**src/rtl/i2c_regs.sv**
```systemverilog
// rtl/i2c_regs.sv - I2C-addressable register file with a host-side port
//
// Sixteen 8-bit registers reachable from two sides:
//   - an I2C slave front end (ack/dir/dev/in/start/stop in, ok/out back),
//     using the usual "first byte is the register pointer" protocol with
//     auto-incrementing pointer for burst writes and reads;
//   - a simple host port (host_addr/host_wr/host_wdata, host_rdata).
//
// Ports
//   clk         sole clock, rising edge
//   reset       synchronous, active-low
//   ack         high while the I2C slave is in an acknowledge bit
//   dir         0 = master writes, 1 = master reads
//   dev         received device address
//   in          last received byte, stable while ack is high
//   start       one-cycle start / repeated-start pulse
//   stop        one-cycle stop pulse
//   ok          address match (dev == DEVADDR), combinational
//   out         byte to transmit next (reg[ptr]), combinational
//   host_addr   host register index
//   host_wr     host write strobe
//   host_wdata  host write data
//   host_rdata  reg[host_addr], combinational
//   i2c_we      one-cycle pulse per register written over I2C
//   i2c_waddr   index of that register, valid with i2c_we

module i2c_regs #(
   parameter logic [6:0] DEVADDR = 7'h50
) (
   input  logic       clk,
   input  logic       reset,
   input  logic       ack,
   input  logic       dir,
   input  logic [6:0] dev,
   input  logic [7:0] in,
   input  logic       start,
   input  logic       stop,
   output logic       ok,
   output logic [7:0] out,
   input  logic [3:0] host_addr,
   input  logic       host_wr,
   input  logic [7:0] host_wdata,
   output logic [7:0] host_rdata,
   output logic       i2c_we,
   output logic [3:0] i2c_waddr
);

   // Byte position within the current transfer; saturates at ST_DATA.
   typedef enum logic [1:0] {
      ST_ADDR  = 2'd0,
      ST_FIRST = 2'd1,
      ST_DATA  = 2'd2
   } cnt_t;

   logic [7:0] regs [16];
   cnt_t       cnt;
   cnt_t       cnt_nxt;
   logic [3:0] ptr;
   logic [3:0] ptr_nxt;
   logic       ack_q;
   logic       ack_rise;
   logic       wr_i2c;

   assign ok         = (dev == DEVADDR);
   assign out        = regs[ptr];
   assign host_rdata = regs[host_addr];
   assign ack_rise   = ack & ~ack_q;

   always_ff @(posedge clk) begin
      if (!reset) begin
         cnt       <= ST_ADDR;
         ptr       <= 4'd0;
         ack_q     <= 1'b0;
         i2c_we    <= 1'b0;
         i2c_waddr <= 4'd0;
      end else begin
         cnt    <= cnt_nxt;
         ptr    <= ptr_nxt;
         ack_q  <= ack;
         i2c_we <= wr_i2c;
         if (wr_i2c) begin
            i2c_waddr <= ptr;
         end
      end
   end

   // Start/stop dominate an ack edge on the same cycle: the transfer is
   // restarted and the ack is ignored.
   always_comb begin
      cnt_nxt = cnt;
      ptr_nxt = ptr;
      wr_i2c  = 1'b0;
      if (start || stop) begin
         cnt_nxt = ST_ADDR;
      end else if (ack_rise) begin
         case (cnt)
            ST_ADDR: begin
               cnt_nxt = ST_FIRST;
            end
            ST_FIRST: begin
               // Writes load the pointer from the low nibble; reads just
               // advance past the byte that was transmitted.
               if (dir) begin
                  ptr_nxt = ptr + 4'd1;
               end else begin
                  ptr_nxt = in[3:0];
               end
               cnt_nxt = ST_DATA;
            end
            ST_DATA: begin
               wr_i2c  = ~dir;
               ptr_nxt = ptr + 4'd1;
            end
            default: begin
               cnt_nxt = ST_ADDR;
            end
         endcase
      end
   end

   // The I2C write has priority over a host write to the same register.
   always_ff @(posedge clk) begin
      if (!reset) begin
         for (int i = 0; i < 16; i++) begin
            regs[i] <= 8'h00;
         end
      end else begin
         for (int i = 0; i < 16; i++) begin
            if (wr_i2c && (ptr == 4'(i))) begin
               regs[i] <= in;
            end else if (host_wr && (host_addr == 4'(i))) begin
               regs[i] <= host_wdata;
            end
         end
      end
   end

endmodule

```
**config.mk**
```make
export PLATFORM = sky130hd
export DESIGN_NAME = i2c_regs
export DESIGN_NICKNAME = d
export VERILOG_FILES = /design/src/rtl/i2c_regs.sv
export SDC_FILE = /design/constraint.sdc
export NUM_CORES = 1
export LEC_CHECK = 0
export CAP_MARGIN = 20
export CORE_MARGIN = 10
export CORE_UTILIZATION = 54
export DETAILED_ROUTE_END_ITERATION = 10
export PLACE_DENSITY = 0.77
export SYNTH_ARGS = -nofsm -noshare
export SYNTH_HDL_FRONTEND = slang
export SYNTH_SLANG_ARGS = --single-unit
export TNS_END_PERCENT = 1
```
**constraint.sdc**
```tcl
create_clock -name clk -period 3.1 [get_ports clk]
set_input_delay 0.62 -clock clk [delete_from_list [all_inputs] [get_ports clk]]
set_output_delay 0.62 -clock clk [all_outputs]
set_load 0.01 [all_outputs]
```
# == Word level (Yosys, flattened, before mapping) ==
# Memories as Yosys holds them, arrays and structs flattened. A register that Yosys moved wholly into a read port is not among the register bits.
# Cells that the tools add are included.
# totals
register_bits,12
ramBits,128
out_inout_bits,22
word_cells,271
mem_count,1
# op_classes
n_addsub,1
eq_ne,33
muxes,153
bitwise,38
n_reduce_logical,40
# mem_list
name,depth,width,rd,rd_ports_with_merged_regs,wr,line,source
regs,16,8,2,1,16,55,logic [7:0] regs [16];
# ops
op,count
8-bit 2-to-1 mux,32
1-bit 2-to-1 mux,116
"4-bit == test, second input constant",16
"4-bit by 3-bit == test with 1-bit output, second input constant",8
1-bit logical AND,32
1-bit bitwise OR,32
"4-bit by 2-bit == test with 1-bit output, second input constant",4
4-bit 2-to-1 mux,3
"4-bit by 1-bit == test with 1-bit output, second input constant",2
4-bit logical NOT,2
4-bit case mux with 2 select lines,1
"7-bit == test, second input constant",1
2-bit case mux with 3 select lines,1
1-bit inverter,5
"4-bit by 1-bit adder with 4-bit output, second input constant",1
3-bit AND reduction,1
"2-bit by 1-bit == test with 1-bit output, second input constant",1
"2-bit == test, second input constant",1
2-bit logical NOT,1
2-bit AND reduction,1
2-bit nonzero test,1
2-bit OR reduction,1
1-bit bitwise AND,1
1-bit logical OR,1

# == Longest topological paths before layout ==
# depth
depth_word,10
ltp_mapped,8
ltp_nobuf,6

# == Worst setup path before layout ==
# Ideal clock, no wire load.
# synth_timing
path_type,in2reg
from,input host_addr[0]
to,"memory regs[0][0], enable pin"
setup_ps,404
arrival_ps,2578
t_required_ps,2696
path_slack_ps,118
cell_stages,4
path_buffers,2
path_cell_list,buf_2 buf_2 or3b_2 o311ai_0
# synth_rtl
element,line,source
start: declaration,40,"input logic [3:0] host_addr,"
end: declaration,55,

==> reports/results.ini <==
[outcome]
status = finished clean

[clocking]
root_buffer = clkbuf_16
clk_pin_slew_ns = 0.06
cts_hold_buf = 0
cts_max_path_buffers = 2
insertion_delay_ns = 0.43
cts_buffers = 17
cts-htree-levels = 4
clock_sinks = 144
cts_tree = built

[sta]
final_hold_viol_count = 0
setup_viol = 0
worst_pin_slew_ns = 1.08
fmaxAchievable_ghz = 0.325
period_needed_ns = 3.08
skew_ns = 0.0110
rsz0062_at_grt = true
finalCritPeriodShare_pct = 99.3
slew_viol_final = 0
slew_headroom_pct = 27.9
fin_hold_ws_ns = 0.523

[synthesis]
syn_inst = 661
async_reset_ff_share_pct = 0
synth-seq-cells = 144
synth_top_area_share_pct = 44.6
synth_area_leaders = edfxtp_1, mux4_2, mux2_2, dfxtp_1, a22o_1
syn_area_um2 = 8610
synth_top_cell_by_area = edfxtp_1
syn_nets = 702
synth-warning-count = 0
syn_area_per_cell_um2 = 13.0
ys.flop_type = edfxtp_1
synth_edf_count = 128
ys_seq_area_share_pct = 48.3
synth.distinct_cells = 52

[layout]
multi_input_area_um2 = 4250
antennaDiodeCount = 0
final_cell_count_no_fill = 980
stdcell_area_um2 = 10600
seq_area_um2 = 4170
nFillCells = 1124
syn_to_final_growth_pct = 22.5
nets = 792
layout-drive-gt1-share_pct = 32.1

[critical_path]
crit_path_cell_trace = clkbuf_16 -> mux4_2 -> a22oi_2 -> nand2_1 -> clkdlybuf4s50_1
r2r-end = regs[11][6]
cp_max_fo = 8
crit_type = flip-flop to output port
crit_path_end_kind = output port
cp.required_ns = 2.48
worst_path_largest_cell_delay_ns = 0.51
r2r_slack_ns = 0.63
worstSetupStartpointType = flip-flop
critPathSlowestCell = mux4_2
worstPathArrival_ns = 2.46
reg2reg_depth = 7
r2r-start = cnt[0]

[floorplanning]
rows = 46
core_um2 = 15800
die_width_um = 146
start_util_pct = 54.6
die-area_um2 = 21400
die_h_um = 146
ios = 56

[placement]
dp_hpwl_um = 19200
dp.cells = 943
portBuffers = 55
placed_cell_area_um2 = 9840
place.gp.congestion = 0.986

[flow_run]
maxCapViolCount = 0

[drt]
routed_wl_um = 27500
routedWlPerCell_um = 28.1
antenna_left = 0
vias_per_cell = 7.00
drt-pass1-iter-count = 6
dr_total_vias = 6859
drt_iter0_markers = 1062
drc_errors = 0

[global_routing]
antenna_found_initial = 0
grt_use_met2_pct = 41.3
gr-total-overflow = 0
grt_pass1_vias = 6922
grt_busiest_layer = met2
grt_first_pass_wirelength_um = 41100
use_met3_pct = 5.56
grt_max_degree = 34
grt_usage_pct = 25.2
use_met1_pct = 30.7

[power]
p_per_area_nw_per_um2 = 465
p_leak_nw = 3.60
ir_worst_vdd_v = 0.000393
finalPower_mw = 4.91

[worst_hold_path]
min_to = i2c_waddr[1]
worstHoldStart = i2c_waddr[1]
min_delay_path_depth = 2
min_path_type = flip-flop to flip-flop

-- power breakdown --
part           switching (mW)  internal, mW  leakage [nW]
Clock                   0.851          1.11         0.269
Combinational           0.321         0.313          1.96
Sequential             0.0716          2.24          1.37
Total                    1.24          3.67          3.60
-- worst max-delay path, delay by kind of cell (launching register included) --
family | cells | cell delay, ns
simple gates | 1 | 0.14
flops | 1 | 0.43
buf+inv | 2 | 0.72
mux | 1 | 0.51
compound gates | 1 | 0.23
-- metal layers --
layer  vias up  routed length [µm]  share of wire, %
met2       550               13300                48
met5         -                   0                 0
met1      3377                9810                36
li1       2855                   -                 -
met4         0                1320               4.8
met3        77                3050                11
-- synthesized netlist by cell type, drive strengths merged (9+ instances only) --
library cell and count:
a21oi 10, a22o 32, a22oi 32, and2 14, buf 22, clkbuf 36, dfxtp 16, edfxtp 128
mux2 49, mux4 64, nand2 58, nand3 24, nor2 13, nor2b 14, o211ai 9, o21ai 44
or3 17
-- state kept, by name, summed over array words and instances, names as in the netlist, named ones only --
signal     count
i2c_we         1
regs         128
ack_q          1
i2c_waddr      4
ptr            4
cnt            2
-- cells in the final DEF, fill, tap and decap left out, drive strengths merged, types with 9 or more instances in the layout --
cell / n
a21oi: 10
a22o: 32
a22oi: 32
and2: 14
buf: 75
clkbuf: 20
clkdlybuf4s50: 47
dfxtp: 16
edfxtp: 128
inv: 12
mux2: 49
mux4: 64
nand2: 58
nand3: 24
nor2: 13
nor2b: 14
o211ai: 9
o21ai: 44
or3: 17
-- worst max-delay path by stage --
stage          slack, ns       endpoint    startpoint  cells after the start
6_report            0.02         out[0]     flip-flop                      5
5_1_grt           -0.005         out[3]     flip-flop                      5
4_1_cts            -0.02  host_rdata[3]  host_addr[3]                      6
3_5_place_dp       -0.06  host_rdata[3]  host_addr[2]                      5
3_3_place_gp      0.0008     regs[0][7]          stop                      7
2_1_floorplan       0.12     regs[0][0]  host_addr[0]                      4
-- per-stage QoR --
step           setup WS (ns)  setup TNS [ns]  util [%]
5_1_grt             -0.00543        -0.00543      66.9
4_1_cts              -0.0194         -0.0194      66.1
6_report              0.0231               0      66.9
3_3_place_gp        0.000821               0      62.4
2_1_floorplan          0.118               0         -
3_5_place_dp         -0.0609          -0.572      62.4
-- layout make-up --
| class | instances | area share (%) |
|---|---|---|
| multi-input cells | 452 | 40.3 |
| inverters | 7 | 0.249 |
| clock inverters | 14 | 1.23 |
| flip-flops and latches | 144 | 39.5 |
| repair buffers | 129 | 12.1 |
| clock buffers | 18 | 4.07 |
| well taps | 216 | 2.56 |
-- kinds of logic after synthesis --
group / count (synthesis) / synth area share, %
simple gates: 181 / 11.7
compound gates: 149 / 12.5
flops: 144 / 48.3
mux: 115 / 23.4
buf+inv: 65 / 3.09
fa+ha+maj: 7 / 1.02
-- timing repair --
item,4_1_cts,5_1_grt
gates cloned,0,3
hold endpoints to repair,0,0
buffers inserted,0,2
pin swaps,0,2
setup endpoints to repair,10,14
resized for setup,7,13
Power figures use the tool's default switching activity.
